==> src/rtl/zir_pkg.sv <==
// zir_pkg: constants and state encoding shared by the ZIR command ROM and
// the response parser.
//   ZIR_HDR / ZIR_TAIL0 / ZIR_TAIL1 : frame delimiters
//   ZIR_ERR_*                       : error codes reported on oErrCode
//   zir_state_e                     : response parser FSM states
package zir_pkg;

  localparam logic [7:0] ZIR_HDR   = 8'hAA;
  localparam logic [7:0] ZIR_TAIL0 = 8'hEB;
  localparam logic [7:0] ZIR_TAIL1 = 8'hAA;

  localparam logic [1:0] ZIR_ERR_LEN  = 2'd0;
  localparam logic [1:0] ZIR_ERR_CHK  = 2'd1;
  localparam logic [1:0] ZIR_ERR_TAIL = 2'd2;
  localparam logic [1:0] ZIR_ERR_TMO  = 2'd3;

  typedef enum logic [2:0] {
    StIdle,
    StLen,
    StBody,
    StChk,
    StTail0,
    StTail1
  } zir_state_e;

endpackage

==> src/rtl/zir_body_buf.sv <==
// zir_body_buf: double-buffered MAX_BODY x 8 body storage.
// Writes always land in the shadow bank; swap_i flips which bank is visible
// on the read port, so a committed body stays readable while the next frame
// is being received.
//   clk_i, rst_i : clock, synchronous active-high reset (resets bank select)
//   wr_en_i      : write wr_data_i into shadow[wr_idx_i]
//   swap_i       : make the shadow bank the read bank
//   rd_idx_i     : read address
//   rd_len_i     : number of valid bytes in the read bank
//   rd_data_o    : read bank byte, 0 when rd_idx_i >= rd_len_i
module zir_body_buf #(
  parameter int unsigned MAX_BODY = 16,
  parameter int unsigned IdxW     = 4
) (
  input  logic            clk_i,
  input  logic            rst_i,
  input  logic            wr_en_i,
  input  logic [IdxW-1:0] wr_idx_i,
  input  logic [7:0]      wr_data_i,
  input  logic            swap_i,
  input  logic [3:0]      rd_idx_i,
  input  logic [4:0]      rd_len_i,
  output logic [7:0]      rd_data_o
);

  logic [7:0] mem_q [2][MAX_BODY];
  logic       bank_q;  // bank currently visible on the read port

  always_ff @(posedge clk_i) begin
    if (rst_i) begin
      bank_q <= 1'b0;
    end else if (swap_i) begin
      bank_q <= ~bank_q;
    end
  end

  // Storage needs no reset: rd_len_i = 0 after reset masks stale contents.
  always_ff @(posedge clk_i) begin
    if (wr_en_i) begin
      mem_q[~bank_q][wr_idx_i] <= wr_data_i;
    end
  end

  always_comb begin
    rd_data_o = 8'h00;
    if ({1'b0, rd_idx_i} < rd_len_i) begin
      rd_data_o = mem_q[bank_q][rd_idx_i[IdxW-1:0]];
    end
  end

endmodule

==> src/rtl/zir_resp_parser.sv <==
// zir_resp_parser: parses IR module response frames from the UART byte
// stream.  Frame: AA, LEN, BODY[LEN-1], CHK, EB, AA where CHK is the mod-256
// sum of AA, LEN and the body bytes.
//   iClk, iRst   : clock, synchronous active-high reset
//   iRxValid     : iRxData holds a received byte this cycle
//   iRxData      : received byte
//   iRdIndex     : body read address
//   oRdData      : body byte of the last good frame (0 past oBodyLen)
//   oBodyLen     : body length of the last good frame
//   oFrameOk     : one-cycle pulse, good frame committed
//   oFrameErr    : one-cycle pulse, frame rejected
//   oErrCode     : reason of the most recent rejection
//   oBusy        : a frame is in progress
// MAX_BODY must be in 1..16 (4-bit read address); TIMEOUT_CYC >= 2.
module zir_resp_parser
  import zir_pkg::*;
#(
  parameter int unsigned MAX_BODY    = 16,
  parameter int unsigned TIMEOUT_CYC = 100000
) (
  input  logic       iClk,
  input  logic       iRst,
  input  logic       iRxValid,
  input  logic [7:0] iRxData,
  input  logic [3:0] iRdIndex,
  output logic [7:0] oRdData,
  output logic [4:0] oBodyLen,
  output logic       oFrameOk,
  output logic       oFrameErr,
  output logic [1:0] oErrCode,
  output logic       oBusy
);

  localparam int unsigned   IdxW     = (MAX_BODY > 1) ? $clog2(MAX_BODY) : 1;
  localparam int unsigned   TmoW     = $clog2(TIMEOUT_CYC);
  localparam logic [TmoW-1:0] TmoLimit = TmoW'(TIMEOUT_CYC - 1);
  localparam logic [7:0]    LenMax   = 8'(MAX_BODY + 1);

  zir_state_e      state_q;
  logic [7:0]      sum_q;
  logic [4:0]      cnt_q;
  logic [4:0]      idx_q;
  logic [TmoW-1:0] tmo_q;
  logic            chk_err_q;  // checksum failed, reported once trailer is consumed
  logic            frame_ok_q;
  logic            frame_err_q;
  logic [1:0]      err_code_q;
  logic [4:0]      body_len_q;

  logic len_ok;
  logic body_last;
  logic buf_wr;
  logic buf_swap;

  assign len_ok    = (iRxData >= 8'd2) && (iRxData <= LenMax);
  assign body_last = (idx_q + 5'd1) == cnt_q;
  assign buf_wr    = iRxValid && (state_q == StBody);
  assign buf_swap  = iRxValid && (state_q == StTail1) && (iRxData == ZIR_TAIL1) && !chk_err_q;

  always_ff @(posedge iClk) begin
    if (iRst) begin
      state_q     <= StIdle;
      sum_q       <= 8'h00;
      cnt_q       <= 5'd0;
      idx_q       <= 5'd0;
      tmo_q       <= '0;
      chk_err_q   <= 1'b0;
      frame_ok_q  <= 1'b0;
      frame_err_q <= 1'b0;
      err_code_q  <= ZIR_ERR_LEN;
      body_len_q  <= 5'd0;
    end else begin
      frame_ok_q  <= 1'b0;
      frame_err_q <= 1'b0;
      // A byte always wins over a timeout landing in the same cycle.
      if (iRxValid) begin
        tmo_q <= '0;
        unique case (state_q)
          StIdle: begin
            if (iRxData == ZIR_HDR) begin
              sum_q   <= ZIR_HDR;
              state_q <= StLen;
            end
          end
          StLen: begin
            if (len_ok) begin
              cnt_q     <= iRxData[4:0] - 5'd1;
              sum_q     <= sum_q + iRxData;
              idx_q     <= 5'd0;
              chk_err_q <= 1'b0;
              state_q   <= StBody;
            end else begin
              frame_err_q <= 1'b1;
              err_code_q  <= ZIR_ERR_LEN;
              state_q     <= StIdle;
            end
          end
          StBody: begin
            sum_q <= sum_q + iRxData;
            idx_q <= idx_q + 5'd1;
            if (body_last) begin
              state_q <= StChk;
            end
          end
          StChk: begin
            chk_err_q <= (iRxData != sum_q);
            state_q   <= StTail0;
          end
          StTail0: begin
            if (iRxData == ZIR_TAIL0) begin
              state_q <= StTail1;
            end else begin
              frame_err_q <= 1'b1;
              err_code_q  <= ZIR_ERR_TAIL;
              state_q     <= StIdle;
            end
          end
          StTail1: begin
            state_q <= StIdle;
            // A broken trailer is reported in preference to a checksum error.
            if (iRxData != ZIR_TAIL1) begin
              frame_err_q <= 1'b1;
              err_code_q  <= ZIR_ERR_TAIL;
            end else if (chk_err_q) begin
              frame_err_q <= 1'b1;
              err_code_q  <= ZIR_ERR_CHK;
            end else begin
              frame_ok_q <= 1'b1;
              body_len_q <= cnt_q;
            end
          end
          default: state_q <= StIdle;
        endcase
      end else if (state_q != StIdle) begin
        if (tmo_q == TmoLimit) begin
          tmo_q       <= '0;
          frame_err_q <= 1'b1;
          err_code_q  <= ZIR_ERR_TMO;
          state_q     <= StIdle;
        end else begin
          tmo_q <= tmo_q + 1'b1;
        end
      end
    end
  end

  zir_body_buf #(
    .MAX_BODY (MAX_BODY),
    .IdxW     (IdxW)
  ) u_body_buf (
    .clk_i     (iClk),
    .rst_i     (iRst),
    .wr_en_i   (buf_wr),
    .wr_idx_i  (idx_q[IdxW-1:0]),
    .wr_data_i (iRxData),
    .swap_i    (buf_swap),
    .rd_idx_i  (iRdIndex),
    .rd_len_i  (body_len_q),
    .rd_data_o (oRdData)
  );

  assign oBodyLen  = body_len_q;
  assign oFrameOk  = frame_ok_q;
  assign oFrameErr = frame_err_q;
  assign oErrCode  = err_code_q;
  assign oBusy     = (state_q != StIdle);

endmodule

==> config.mk <==
export PLATFORM = sky130hd
export DESIGN_NAME = zir_resp_parser
export DESIGN_NICKNAME = d
export VERILOG_FILES = /design/src/rtl/zir_pkg.sv /design/src/rtl/zir_body_buf.sv /design/src/rtl/zir_resp_parser.sv
export SDC_FILE = /design/constraint.sdc
export NUM_CORES = 1
export LEC_CHECK = 0
export ABC_AREA = 1
export BUFFER_PORTS_ARGS = -buffer_cell sky130_fd_sc_hd__buf_2
export CAP_MARGIN = 20
export CORE_UTILIZATION = 62
export CTS_CLUSTER_SIZE = 25
export DETAILED_ROUTE_END_ITERATION = 6
export PLACE_DENSITY = 0.79
export SLEW_MARGIN = 20
export SYNTH_ARGS = -nofsm -noshare
export SYNTH_HDL_FRONTEND = slang
export SYNTH_SLANG_ARGS = --single-unit
==> constraint.sdc <==
create_clock -name iClk -period 2.3 [get_ports iClk]
set_input_delay 0 -clock iClk [delete_from_list [all_inputs] [get_ports iClk]]
set_output_delay 0 -clock iClk [all_outputs]
set_load 0.02 [all_outputs]
==> impl_metrics.py, run 1 <==
metrics = {
    "layout": {
        "mostFrequentLayoutCell": "nand2_1",
        "fill_cells": 1300,
        "layout-drive-gt1-share_pct": 16.3,
        "fin_util_pct": 75.4,
        "multi_input_area_um2": 4400,
        "regArea_um2": 8690,
        "fin_nets": 1437,
        "mostFrequentLayoutCells": "343 x nand2_1, 256 x edfxtp_1, 190 x nand3_1",
        "area_growth_pct": 18.2,
    },
    "clock_tree": {
        "cts_buffers": 31,
        "cts_root_buf": "clkbuf_16",
        "clk_pin_slew_ns": 0.06,
        "htreeDepth": 1,
        "worstSkewPairLatency_ns": 0.57,
        "cts_tree": "done",
        "cts.sinks": 306,
        "clockBufferDepth": 3,
    },
    "detailed_routing": {
        "vias_per_cell": 6.25,
        "drc_errors": 0,
        "drt-pass1-iter-count": 5,
        "post_drt_wl_per_cell_um": 22.4,
        "vias": 10600,
        "drt_iter0_markers": 1556,
        "ant_nets": 0,
        "routed_wl_um": 38100,
    },
    "floorplanning": {
        "ios": 33,
        "dieArea_um2": 22400,
        "chipWidth_um": 150,
        "die_h_um": 150,
        "std_cell_rows": 53,
        "core-area_um2": 21200,
        "initial_core_util_pct": 63.8,
    },
    "timing": {
        "period_share_pct": 102,
        "holdWs_ns": 0.0477,
        "fmax_mhz": 426,
        "hold_violations": 0,
        "period_minus_slack_ns": 2.35,
        "setup_slack_ns": -0.0478,
        "rsz0062_at_grt": "true",
        "setup_viol": 4,
        "maxSlewHeadroom_pct": 60.8,
        "finalMaxSlewViolations": 0,
        "worst_pin_slew_ns": 0.587,
        "finClkSkew_ns": 0.0136,
    },
    "global_route": {
        "grt-busiest-layer": "met2",
        "grt-ovfl-total": 0,
        "grt_util_met2_pct": 47.3,
        "grt_pass1_vias": 9499,
        "grt_max_degree": 91,
        "grt_usage_pct": 30.9,
        "grt_pass1_wl_um": 51300,
        "met1_usage_pct": 43.0,
        "use_met3_pct": 5.98,
        "antenna_found_initial": 1,
    },
    "power_and_ir_drop": {
        "power_leakage_nw": 5.95,
        "power.density_nw_per_um2": 786,
        "ir_drop_mv": 0.768,
        "total_power_mw": 12.5,
    },
    "critical_path": {
        "end_kind": "output port",
        "critPathKind": "reg -> out",
        "rr_endpoint": "u_body_buf.mem_q[0][72]",
        "arrival_ns": 2.35,
        "r2r-start": "state_q[2]",
        "rrSetupSlack_ns": 0.25,
        "path_max_fanout": 13,
        "cp.required_ns": 2.30,
        "startpoint_type": "flop",
        "worst_r2r_path_depth": 6,
    },
    "worst_hold_path": {
        "holdPathEnd": "cnt_q[3]",
        "holdCritStartpoint": "iRxData[3]",
        "hold_depth": 4,
        "min_path_type": "in -> reg",
    },
    "place": {
        "preCtsSetupSlack_ns": 0.366,
        "dpl.hpwl_um": 21000,
        "port_buffers": 32,
        "place_congestion": 0.941,
    },
    "status": {
        "run_status": "finished, violations left",
        "violations": "setup timing",
    },
    "logic_synthesis": {
        "synth_warnings": 0,
        "netlist_area_um2": 13500,
        "yosys.area.top_type": "edfxtp_1",
        "synth_seq_cells": 306,
        "synthCells": 1309,
        "syn_nets": 1344,
        "synth_top_area_share_pct": 56.9,
        "syn_area_per_cell_um2": 10.3,
        "ys_types": 47,
        "seq_area_frac_synth_pct": 64.3,
        "synth_area_leaders": "edfxtp_1 57%, nand2_1 9.7%, nand3_1 7.7%",
    },
    "flow_run": {
        "max-cap-violations": 0,
    },
}
how the worst max path moves through the flow:
stage                    start                        to  slack [ns]  depth (start not counted)
CTS                       flop                oRdData[6]       -0.03                          9
global placement    state_q[2]   u_body_buf.mem_q[1][72]        0.44                          6
global route              flop                oRdData[0]       -0.11                         10
floorplan           state_q[2]  u_body_buf.mem_q[0][104]        0.35                          5
detailed placement  state_q[2]   u_body_buf.mem_q[0][77]        0.37                          6
finish                    flop                oRdData[0]       -0.05                         10
sequential cells by signal, indices dropped and copies added, names as in the netlist, named ones only:
signal             flops
state_q                3
chk_err_q              1
u_body_buf.bank_q      1
sum_q                  8
oBodyLen               5
oFrameErr              1
oFrameOk               1
oErrCode               2
cnt_q                  5
tmo_q                 17
u_body_buf.mem_q     256
idx_q                  5
power breakdown:
group / leakage [nW] / internal, mW / switching [mW]
combinational: 2.77 / 0.451 / 0.993
sequential: 2.71 / 6.09 / 0.0739
clock: 0.473 / 2.81 / 2.12
total: 5.95 / 9.35 / 3.19
stage by stage:
| step | cell area, µm² | setup TNS, ns | instances |
|---|---|---|---|
| 2_1_floorplan | 13500 | 0 | 1309 |
| 3_3_place_gp | 14200 | 0 | 1612 |
| 3_5_place_dp | 14200 | 0 | 1612 |
| 4_1_cts | 15300 | -0.0265 | 1676 |
| 5_1_grt | 16000 | -0.590 | 1701 |
| 6_report | 16000 | -0.132 | 1701 |
area by class of cell:
| type | count | share of cell area, % |
|---|---|---|
| Timing Repair Buffer | 124 | 7.94 |
| Tap cell | 275 | 2.16 |
| Clock inverter | 18 | 1.09 |
| Timing Repair inverter | 1 | 0.0706 |
| Sequential cell | 306 | 54.5 |
| Multi-Input combinational cell | 871 | 27.6 |
| Clock buffer | 38 | 5.03 |
| Antenna cell | 1 | 0.0157 |
| Inverter | 67 | 1.65 |
synth_stat cells, drive strengths merged:
cell and instances:
or2 3, a21o 2, clkinv 2, nor3 44, nand4 14, o21ai 32
nor3b 3, a211oi 1, clkbuf 13, nand2 359, edfxtp 256, o21bai 1
buf 52, nor4 1, xnor2 4, fa 1, dfxtp 50, nand3b 3
inv 65, o211ai 5, a31oi 3, nor2 73, ha 19, o21a 1
xor2 8, a22oi 7, o221ai 2, a21oi 73, nand3 210, o31ai 2
logic make-up after synthesis:
kind of cell,count (synthesis),share of synthesized area [%]
adders and majority gates,20,1.91
buffers and inverters,132,4.16
and+or+nand+nor,710,23.4
DFF,306,64.3
AOI/OAI and AO/OA,129,5.41
xor gates and xnor gates,12,0.778
critical path: stages (launching register included):
cell and delay (ns):
dfxtp_4 0.40, buf_12 0.15, buf_12 0.14, buf_12 0.13
nand2_1 0.06, nand3_1 0.11, nand3_1 0.16, nand3_1 0.17
a21oi_1 0.24, nor2_2 0.07, buf_4 0.16
layer usage:
metal  vias to the layer above  part of all wire [%]
met1                      4880                    37
met2                       852                    45
met5                         -                     0
li1                       4750                     -
met4                         0                   4.7
met3                       148                    13
timing repair:
item | CTS | global route
pin swaps | 1 | 13
hold buffers | 8 | 0
endpoints found under the hold margin | 55 | 0
buffers inserted | 0 | 9
gates cloned | 0 | 15
setup endpoints to repair | 8 | 8
gates resized for setup | 5 | 62
Note: power is estimated with default switching activity, not from simulation.
==> run 2, diff against run 1 <==
ABC_AREA = 0   (was 1)
clock period = 2.6 ns   (was 2.3 ns; I/O delays follow)
==> run 2 against run 1 <==
Against the previous run: the flow still finishes with violations (setup timing); non-clock buffer count shrank 27; cell count shrank 34%; first-iteration DRC count shrank 45%; utilization shrank 0.86 points; die area shrank 6.1%; sequential power shrank 14%; largest cell class unchanged; largest power group unchanged; highest routed layer is now met5.
==> impl_metrics.py, run 2 <==
metrics = {
    "timing": {
        "rsz0062_at_grt": "true",
        "finalMaxSlewViolations": 0,
        "holdWs_ns": 0.0639,
        "hold_violations": 0,
        "setup_viol": 8,
        "fmax_mhz": 362,
        "maxSlewHeadroom_pct": 46.4,
        "fin_setup_tns_ns": -1.15,
        "finClkSkew_ns": 0.00917,
        "period_minus_slack_ns": 2.76,
        "setup_slack_ns": -0.164,
        "period_share_pct": 106,
        "worst_pin_slew_ns": 0.803,
    },
    "layout": {
        "fin_nets": 877,
        "layout-drive-gt1-share_pct": 25.6,
        "area_growth_pct": 16.0,
        "mostFrequentLayoutCell": "edfxtp_1",
        "mostFrequentLayoutCells": "256 x edfxtp_1, 91 x nor2_1, 80 x mux4_2",
        "n_antenna_cell": 0,
        "top_register": "u_body_buf.mem_q",
        "fill_cells": 1061,
        "top_regs": "u_body_buf.mem_q (256), tmo_q (17), sum_q (8)",
        "largest_reg_flops": 256,
    },
    "critical_path": {
        "critPathKind": "reg -> out",
        "path_max_fanout": 6,
        "arrival_ns": 2.76,
        "r2r-start": "state_q[1]",
        "end_kind": "output port",
        "worst_r2r_path_depth": 5,
        "rr_endpoint": "u_body_buf.mem_q[1][36]",
        "cp.required_ns": 2.60,
        "rrSetupSlack_ns": 0.20,
        "startpoint_type": "flop",
    },
    "logic_synthesis": {
        "ys_top_cells_by_count": "256 x edfxtp_1, 91 x nor2_1, 80 x mux4_2",
        "synth_warnings": 0,
        "synth_top_area_share_pct": 60.7,
        "syn_area_per_cell_um2": 17.0,
        "ys_types": 56,
        "seq_area_frac_synth_pct": 68.6,
        "synth_edf_count": 256,
        "synth_seq_cells": 306,
        "synth_flop_cell": "edfxtp_1",
        "syn_nets": 780,
        "yosys.area.top_type": "edfxtp_1",
        "synthCells": 745,
        "netlist_area_um2": 12700,
        "synth_most_common_cell": "edfxtp_1",
        "synth_area_leaders": "edfxtp_1 61%, mux4_2 14%, dfxtp_1 7.9%",
        "synth-async-reset-ratio_pct": 0,
    },
    "place": {
        "port_buffers": 32,
        "place_congestion": 0.881,
        "dpl.hpwl_um": 17200,
    },
    "floorplanning": {
        "die_h_um": 145,
        "chipWidth_um": 145,
        "initial_core_util_pct": 64.3,
        "ios": 33,
        "dieArea_um2": 21000,
        "core-area_um2": 19700,
        "std_cell_rows": 51,
    },
    "global_route": {
        "antenna_found_initial": 1,
        "grt-ovfl-total": 0,
        "grt_pass1_wl_um": 48100,
        "grt_max_degree": 66,
        "grt_usage_pct": 31.1,
        "grt_pass1_vias": 7641,
    },
    "detailed_routing": {
        "drt_iter0_markers": 852,
        "drc_errors": 0,
        "vias": 7637,
        "routed_wl_um": 32300,
        "vias_per_cell": 6.77,
        "post_drt_wl_per_cell_um": 28.6,
        "ant_nets": 0,
        "drt-pass1-iter-count": 5,
    },
    "clock_tree": {
        "cts.sinks": 306,
        "htreeDepth": 1,
        "cts_buffers": 30,
        "worstSkewPairLatency_ns": 0.55,
        "clockBufferDepth": 3,
        "clk_pin_slew_ns": 0.07,
        "cts_root_buf": "clkbuf_16",
        "cts_tree": "done",
    },
    "worst_hold_path": {
        "holdCritStartpoint": "iRxData[5]",
        "holdPathEnd": "u_body_buf.mem_q[0][101]",
        "min_path_type": "in -> reg",
        "hold_depth": 1,
    },
    "flow_run": {
        "max-cap-violations": 0,
    },
    "power_and_ir_drop": {
        "power_leakage_nw": 4.92,
        "ir_drop_mv": 0.526,
        "power.density_nw_per_um2": 685,
    },
    "status": {
        "run_status": "finished, violations left",
        "violations": "setup timing",
    },
}
-- run 2: changes by cell type after synthesis, sizes merged, moves of 8 or more --
| cell | previous run | this run |
|---|---|---|
| a21oi | 73 | 18 |
| buf | 52 | 16 |
| inv | 65 | 15 |
| mux2i | 0 | 14 |
| mux4 | 0 | 80 |
| nand2 | 359 | 21 |
| nand3 | 210 | 12 |
| nand4 | 14 | 6 |
| nor2 | 73 | 91 |
| nor3 | 44 | 14 |
| o21ai | 32 | 12 |
| xnor2 | 4 | 13 |
| xor2 | 8 | 17 |
-- run 2: worst max path at each step --
stage                from                       end  slack, ns  cells past startpoint
2_1_floorplan  state_q[0]  u_body_buf.mem_q[0][100]       0.70                      4
3_3_place_gp         flop                oRdData[5]       0.29                      6
3_5_place_dp         flop                oRdData[5]       0.23                      6
4_1_cts              flop                oRdData[5]      -0.16                      7
5_1_grt              flop                oRdData[3]      -0.23                      8
6_report             flop                oRdData[3]      -0.16                      8
-- run 2: worst max-delay path, cell delays in order (launching register included) --
cell,delay (ns)
dfxtp_4,0.40
buf_12,0.13
buf_12,0.11
buf_16,0.13
mux4_2,0.54
mux4_2,0.50
mux2i_1,0.16
nor2_1,0.08
buf_4,0.16
-- run 2: per-stage QoR --
stage          util, %  area [µm²]  total power, mW  cells  setup slack [ns]
2_1_floorplan        -       12700             5.59    745             0.704
3_3_place_gp      67.9       13400             5.73   1055             0.291
3_5_place_dp      67.9       13400             5.75   1055             0.229
4_1_cts           74.6       14700             10.0   1129            -0.163
5_1_grt           74.6       14700             10.3   1128            -0.227
6_report          74.6       14700             10.1   1128            -0.164
-- run 2: kinds of logic after synthesis --
family                     count (synthesis)  synth area share, %
muxes                                     95                 15.4
DFF                                      306                 68.6
and+or+nand+nor                          179                 6.68
buffers and inverters                     47                 1.71
adders and majority gates                 20                 2.03
AOI/OAI and AO/OA                         68                 3.53
xor gates and xnor gates                  30                 2.07
-- run 2: power by group --
part	total, mW	switching, mW	internal, mW	leakage, nW
Sequential	5.30	0.000330	5.30	2.70
Combinational	0.371	0.240	0.131	1.73
Clock	4.40	1.84	2.56	0.482
-- run 2: repair_timing --
item / CTS / global route
hold buffers: 8 / 0
setup endpoints to repair: 8 / 8
endpoints found under the hold margin: 72 / 0
cloned: 5 / 0
buffers inserted: 8 / 0
resized for setup: 13 / 3
-- run 2: layout make-up --
class / count / area [µm²] / share of cell area, %
inverters: 15 / 56.3 / 0.383
clock inverters: 17 / 181 / 1.23
flip-flops and latches: 306 / 8690 / 59.1
repair buffers: 97 / 865 / 5.88
clock buffers: 36 / 795 / 5.40
multi-input cells: 392 / 3780 / 25.7
well taps: 265 / 332 / 2.25
-- run 2: routing by layer --
layer  wire length [µm]  global-route usage (%)
met1              12100                    42.0
met2              16100                    52.0
met3               3060                    5.06
met4               1040                    10.8
met5                  8                       0
